==> config.mk <==
export PLATFORM = sky130hd
export DESIGN_NAME = i2s_clk_gen
export DESIGN_NICKNAME = d
export VERILOG_FILES = /design/src/rtl/i2s_clk_gen.sv
export SDC_FILE = /design/constraint.sdc
export NUM_CORES = 1
export LEC_CHECK = 0
export BUFFER_PORTS_ARGS = -buffer_cell sky130_fd_sc_hd__buf_2
export CAP_MARGIN = 20
export CORE_MARGIN = 2
export CORE_UTILIZATION = 36
export DETAILED_ROUTE_END_ITERATION = 6
export SETUP_SLACK_MARGIN = 0.05
export SLEW_MARGIN = 40
export SYNTH_ARGS = -nofsm -noshare
export SYNTH_HDL_FRONTEND = slang
export SYNTH_SLANG_ARGS = --single-unit
==> constraint.sdc <==
create_clock -name clk_ref -period 7.5 [get_ports clk_ref]
set_input_delay 1.125 -clock clk_ref [delete_from_list [all_inputs] [get_ports clk_ref]]
set_output_delay 1.125 -clock clk_ref [all_outputs]
set_load 0.03 [all_outputs]
==> src/rtl/i2s_clk_gen.sv <==
// i2s_clk_gen: I2S / left-justified bit clock and framing generator.
//
// Derives clk_bit and clk_ws from clk_ref using a runtime half-period
// divider, and emits single-cycle clk_ref strobes that mark the clk_bit
// edges for the shifters. Divider and justification mode are latched only
// at frame start, so a frame is never distorted by a mid-frame change.
//
// Ports:
//   clk_ref      reference clock, all outputs registered on its rising edge
//   reset        synchronous, active-high
//   enable       run request (start/stop aligned to frame boundaries)
//   half_period  clk_ref cycles per clk_bit half period (<2 clamps to 2)
//   mode_lj      0 = I2S (ws one bit early), 1 = left-justified
//   clk_bit      bit clock
//   clk_ws       word select
//   tx_shift     strobe at each clk_bit falling edge and at frame start
//   rx_sample    strobe at each clk_bit rising edge
//   frame_start  strobe with the tx_shift of ch0/bit0
//   sample_req   strobe with the tx_shift entering the last slot of a frame
//   bit_idx      current bit slot (0 = MSB)
//   ch_idx       current channel slot
//   busy         a frame is in progress
module i2s_clk_gen #(
  parameter int DIV_WIDTH   = 8,
  parameter int BITS_PER_CH = 24,
  parameter int NUM_CH      = 2,
  localparam int BIT_W = (BITS_PER_CH > 2) ? $clog2(BITS_PER_CH) : 1,
  localparam int CH_W  = (NUM_CH > 2) ? $clog2(NUM_CH) : 1
) (
  input  logic                 clk_ref,
  input  logic                 reset,
  input  logic                 enable,
  input  logic [DIV_WIDTH-1:0] half_period,
  input  logic                 mode_lj,
  output logic                 clk_bit,
  output logic                 clk_ws,
  output logic                 tx_shift,
  output logic                 rx_sample,
  output logic                 frame_start,
  output logic                 sample_req,
  output logic [BIT_W-1:0]     bit_idx,
  output logic [CH_W-1:0]      ch_idx,
  output logic                 busy
);

  localparam int CNT_W = (DIV_WIDTH < 2) ? 2 : DIV_WIDTH;
  localparam logic [BIT_W-1:0] BIT_LAST = BIT_W'(BITS_PER_CH - 1);
  localparam logic [CH_W-1:0]  CH_LAST  = CH_W'(NUM_CH - 1);
  localparam logic [CH_W-1:0]  CH_HALF  = CH_W'(NUM_CH / 2);

  typedef enum logic [1:0] {IDLE, RUN, DRAIN} state_t;

  state_t           state;
  logic [CNT_W-1:0] n_lat;
  logic [CNT_W-1:0] cnt;
  logic             lj_lat;

  logic [CNT_W-1:0] hp_ext;
  logic [CNT_W-1:0] hp_clamp;
  logic             half_done;
  logic             bit_last;
  logic             ch_last;
  logic             frame_end;
  logic [BIT_W-1:0] bit_nxt;
  logic [CH_W-1:0]  ch_slot_nxt;
  logic [CH_W-1:0]  ch_nxt;

  always_comb begin
    hp_ext      = CNT_W'(half_period);
    hp_clamp    = (hp_ext < CNT_W'(2)) ? CNT_W'(2) : hp_ext;
    half_done   = (cnt == n_lat - CNT_W'(1));
    bit_last    = (bit_idx == BIT_LAST);
    ch_last     = (ch_idx == CH_LAST);
    frame_end   = bit_last && ch_last;
    bit_nxt     = bit_last ? '0 : bit_idx + BIT_W'(1);
    ch_slot_nxt = ch_last ? '0 : ch_idx + CH_W'(1);
    ch_nxt      = bit_last ? ch_slot_nxt : ch_idx;
  end

  always_ff @(posedge clk_ref) begin
    if (reset) begin
      state       <= IDLE;
      n_lat       <= '0;
      cnt         <= '0;
      lj_lat      <= 1'b0;
      clk_bit     <= 1'b0;
      clk_ws      <= 1'b0;
      tx_shift    <= 1'b0;
      rx_sample   <= 1'b0;
      frame_start <= 1'b0;
      sample_req  <= 1'b0;
      bit_idx     <= '0;
      ch_idx      <= '0;
      busy        <= 1'b0;
    end else begin
      tx_shift    <= 1'b0;
      rx_sample   <= 1'b0;
      frame_start <= 1'b0;
      sample_req  <= 1'b0;
      case (state)
        IDLE: begin
          if (enable) begin
            state       <= RUN;
            n_lat       <= hp_clamp;
            lj_lat      <= mode_lj;
            cnt         <= '0;
            clk_bit     <= 1'b0;
            clk_ws      <= 1'b0;
            bit_idx     <= '0;
            ch_idx      <= '0;
            busy        <= 1'b1;
            tx_shift    <= 1'b1;
            frame_start <= 1'b1;
          end
        end
        RUN, DRAIN: begin
          // Only the label follows enable mid-frame; the frame itself runs on.
          if (state == RUN && !enable)
            state <= DRAIN;
          else if (state == DRAIN && enable)
            state <= RUN;

          if (!half_done) begin
            cnt <= cnt + CNT_W'(1);
          end else begin
            cnt <= '0;
            if (!clk_bit) begin
              clk_bit   <= 1'b1;
              rx_sample <= 1'b1;
            end else if (frame_end) begin
              clk_bit <= 1'b0;
              clk_ws  <= 1'b0;
              bit_idx <= '0;
              ch_idx  <= '0;
              if (enable) begin
                // Back-to-back frame: new settings apply from here.
                state       <= RUN;
                n_lat       <= hp_clamp;
                lj_lat      <= mode_lj;
                tx_shift    <= 1'b1;
                frame_start <= 1'b1;
              end else begin
                state <= IDLE;
                busy  <= 1'b0;
              end
            end else begin
              clk_bit  <= 1'b0;
              tx_shift <= 1'b1;
              bit_idx  <= bit_nxt;
              ch_idx   <= ch_nxt;
              if (bit_nxt == BIT_LAST && ch_last)
                sample_req <= 1'b1;
              if (lj_lat)
                clk_ws <= (ch_nxt >= CH_HALF);
              else if (bit_nxt == BIT_LAST)
                // I2S: ws switches one slot ahead of the channel it announces.
                clk_ws <= (ch_slot_nxt >= CH_HALF);
            end
          end
        end
        default: state <= IDLE;
      endcase
    end
  end

endmodule

==> flow_metrics.tcl <==
set metrics [dict create \
    gp_congestion 0.769 \
    worst_slew_pin_slew_ns 0.645 \
    drcViolationCount 0 \
    cp_slowest_stage_delay_ns 0.52 \
    arrival_ns 2.94 \
    peakVddDrop_uv 89.8 \
    clk_pin_slew_ns 0.07 \
    cts_setup_buffers 0 \
    finalSetupViolCount 0 \
    ios 25 \
    wl_per_cell_um 13.0 \
    critPathKind "flip-flop to flip-flop" \
    grt_pass1_vias 1537 \
    p_sw_uw 121 \
    crit_path_frequent_cell "or4_1" \
    core_area_sq_mm 0.00507 \
    cts_buffers 5 \
    synth-compound-area-share_pct 17.2 \
    finalWorstPathRequiredPeriod_ns 2.72 \
    fp.dieW_um 76.2 \
    fp.dieH_um 76.2 \
    switching_share_pct 28.2 \
    finalNetCount 266 \
    io_buffers 24 \
    status "complete, no violations" \
    syn-cell-area_sq_mm 0.00187 \
    fin_cells 316 \
    fmax_mhz 368 \
    maxCapViolations 0 \
    first_iter_violations 102 \
    maxSlewViolCount 0 \
    p_leak_uw 0.000876 \
    path_cells "inv_1 > ha_1 > or3b_1 > or4_1 > a22oi_1 > o21a_2 > nand2_2 > or4_1 > a21oi_1" \
    grt_remaining_overflow 0 \
    clock_latency_ns 0.29 \
    power_density_mw_per_mm2 199 \
    intPower_uw 309 \
    syn2layout_area_growth_pct 15.4 \
    synth_simple_gate_area_share_pct 26.2 \
    ctsResizeCount 0 \
    drt-pass1-iter-count 4 \
    cts.htree.levels 2 \
    min_period_over_period_pct 36.2 \
    synthArstFlopShare_pct 0 \
    crit_fanout 6 \
    holdBufCountCts 0 \
    grt_pass1_wl_um 7300 \
    synth_seq_area_share_pct 34.2 \
    synth-main-ff-cell "dfxtp_1" \
    synth_top_family_by_area "simple AND/OR/NAND/NOR gates" \
    drive_above_1_share_pct 16.7 \
    yosys.area_share.xor_xnor_pct 7.48 \
    die_area_sq_mm 0.00580 \
    start_util_pct 36.9 \
    clock_sinks 32 \
    synthMuxAreaShare_pct 4.87 \
    num_rows 26 \
    syn_area_per_cell_sq_um 8.44 \
    grt_setup_unrepaired "false" \
    antenna_found_initial 0 \
    place_hpwl_um 2990 \
    worstSetupEndpointType "flip-flop" \
    grt_use_total_pct 15.4 \
    yosysWarningCount 0 \
    p_comb_share_pct 18.6 \
    cp-start-kind "flip-flop" \
    worst_ep_required_time_ns 7.72 \
    tns_ns 0 \
    ant_nets 0 \
    ys_seq_elements 32 \
    clock_path_buffers 2 \
    synth_cell_type_count 53 \
    cp_slowest_cell "or4_1" \
    synth_fa_ha_area_share_pct 6.01 \
    min_path_type "flip-flop to flip-flop" \
    antennaDiodeCount 0 \
    synth_edf_count 0 \
    placed_cells 308 \
    max-slew-margin-rel_pct 56.1 \
    vias 1657 \
    cts-root-buf "clkbuf_8" \
    grt_max_degree 29 \
    finalHoldViolCount 0 \
    pwr-share-seq_pct 43.1 \
    synthesis.nets 243 \
    wl_um 4100 \
    clock_power_share_pct 38.2 \
    fin_skew_ns 0.00489 \
    synthCells 222 \
    cts_tree "yes" \
    vias_per_cell 5.24 \
]
## metal layers
metal | GRT usage (%) | part of all wire, % | up-vias
li1 | - | - | 859
met4 | 5.45 | 1.5 | 0
met1 | 19.8 | 49 | 768
met2 | 25.1 | 46 | 24
met5 | 0 | 0 | -
met3 | 3.79 | 3.7 | 6
## final timing paths
kind                      to  cells after the start      from  slack [ns]
setup / recovery  bit_idx[2]                      9  n_lat[0]        4.78
hold / removal          busy                      2      busy        0.51
setup reg to reg  bit_idx[2]                      9  n_lat[0]        4.78
hold reg to reg         busy                      2      busy        0.51
## cell usage in the layout, fill, tap and decap left out, types with 2 or more instances in the layout
master	instances
xnor2_1	7
clkbuf_8	5
nor2b_1	3
mux2i_1	7
a31o_2	2
o32ai_1	2
nand4_1	4
inv_1	10
nor2_1	24
buf_2	24
a211oi_1	3
and3_1	4
a31oi_1	3
or3_1	7
a21oi_1	13
o21ai_0	4
or4_1	3
nor3b_1	3
xor2_1	9
o31ai_1	2
and2_1	2
nand3_1	5
ha_1	9
nand2_1	11
nor3_1	7
a311o_1	2
o21ai_1	2
dfxtp_1	32
nand2b_1	4
nor4_1	6
## cells by family after synthesis
family,after synthesis
DFF,32
xor gates and xnor gates,16
buffers and inverters,19
adders and majority gates,9
AOI/OAI and AO/OA,46
and+or+nand+nor,91
muxes,9
## stage by stage
| step | area [sq um] | hold WS (ns) | setup slack, ns | util, % | total power, uW |
|---|---|---|---|---|---|
| global route | 2160 | 0.514 | 4.62 | 42.6 | 453 |
| finish | 2160 | 0.509 | 4.78 | 42.6 | 430 |
| floorplan | 1870 | 0.470 | 4.98 | - | 250 |
| detailed placement | 2050 | 0.496 | 4.80 | 40.5 | 270 |
| CTS | 2160 | 0.507 | 4.77 | 42.6 | 434 |
| global placement | 2050 | 0.491 | 4.87 | 40.4 | 268 |
## layout make-up
type | count | area, sq um
sequential | 32 | 641
tap | 70 | 87.6
clock buffer | 6 | 72.6
fill | 529 | 2910
clock inverter | 2 | 35.0
inverter | 10 | 37.5
timing repair buffer | 25 | 128
multi-input combinational | 171 | 1160
## worst max-delay path, delay by kind of cell, from the launching register on
kind                     cells  cell delay [ns]
AND/OR/NAND/NOR              4             1.40
flip-flops                   1             0.35
adder cells (fa/ha/maj)      1             0.24
buffers and inverters        1             0.07
AO/OA/AOI/OAI                3             0.57
## power by group through the flow
stage	Combinational [uW]	Sequential (uW)	Clock [uW]
finish	80.1	186	164
CTS	80.6	185	168
detailed placement	80.3	189	0
global route	89.9	187	176
global placement	78.8	189	0
floorplan	60.6	189	0
## state kept, by name, summed over array words and instances (netlist names)
| register | cells |
|---|---|
| bit_idx | 5 |
| state | 2 |
| tx_shift | 1 |
| rx_sample | 1 |
| n_lat | 8 |
| sample_req | 1 |
| frame_start | 1 |
| lj_lat | 1 |
| cnt | 8 |
| clk_ws | 1 |
| busy | 1 |
| ch_idx | 1 |
| clk_bit | 1 |
## Yosys cell counts, types with 7 or more instances
cell type	n	area, sq um
clkbuf_1	7	26.3
mux2i_1	8	80.1
or3_1	7	43.8
xnor2_1	7	61.3
xor2_1	9	78.8
inv_1	10	37.5
dfxtp_1	32	641
a21oi_1	13	65.1
nor2_1	24	90.1
nor3_1	7	35.0
nand2_1	11	41.3
ha_1	9	113
No activity file was read; power rests on OpenSTA's default activity.
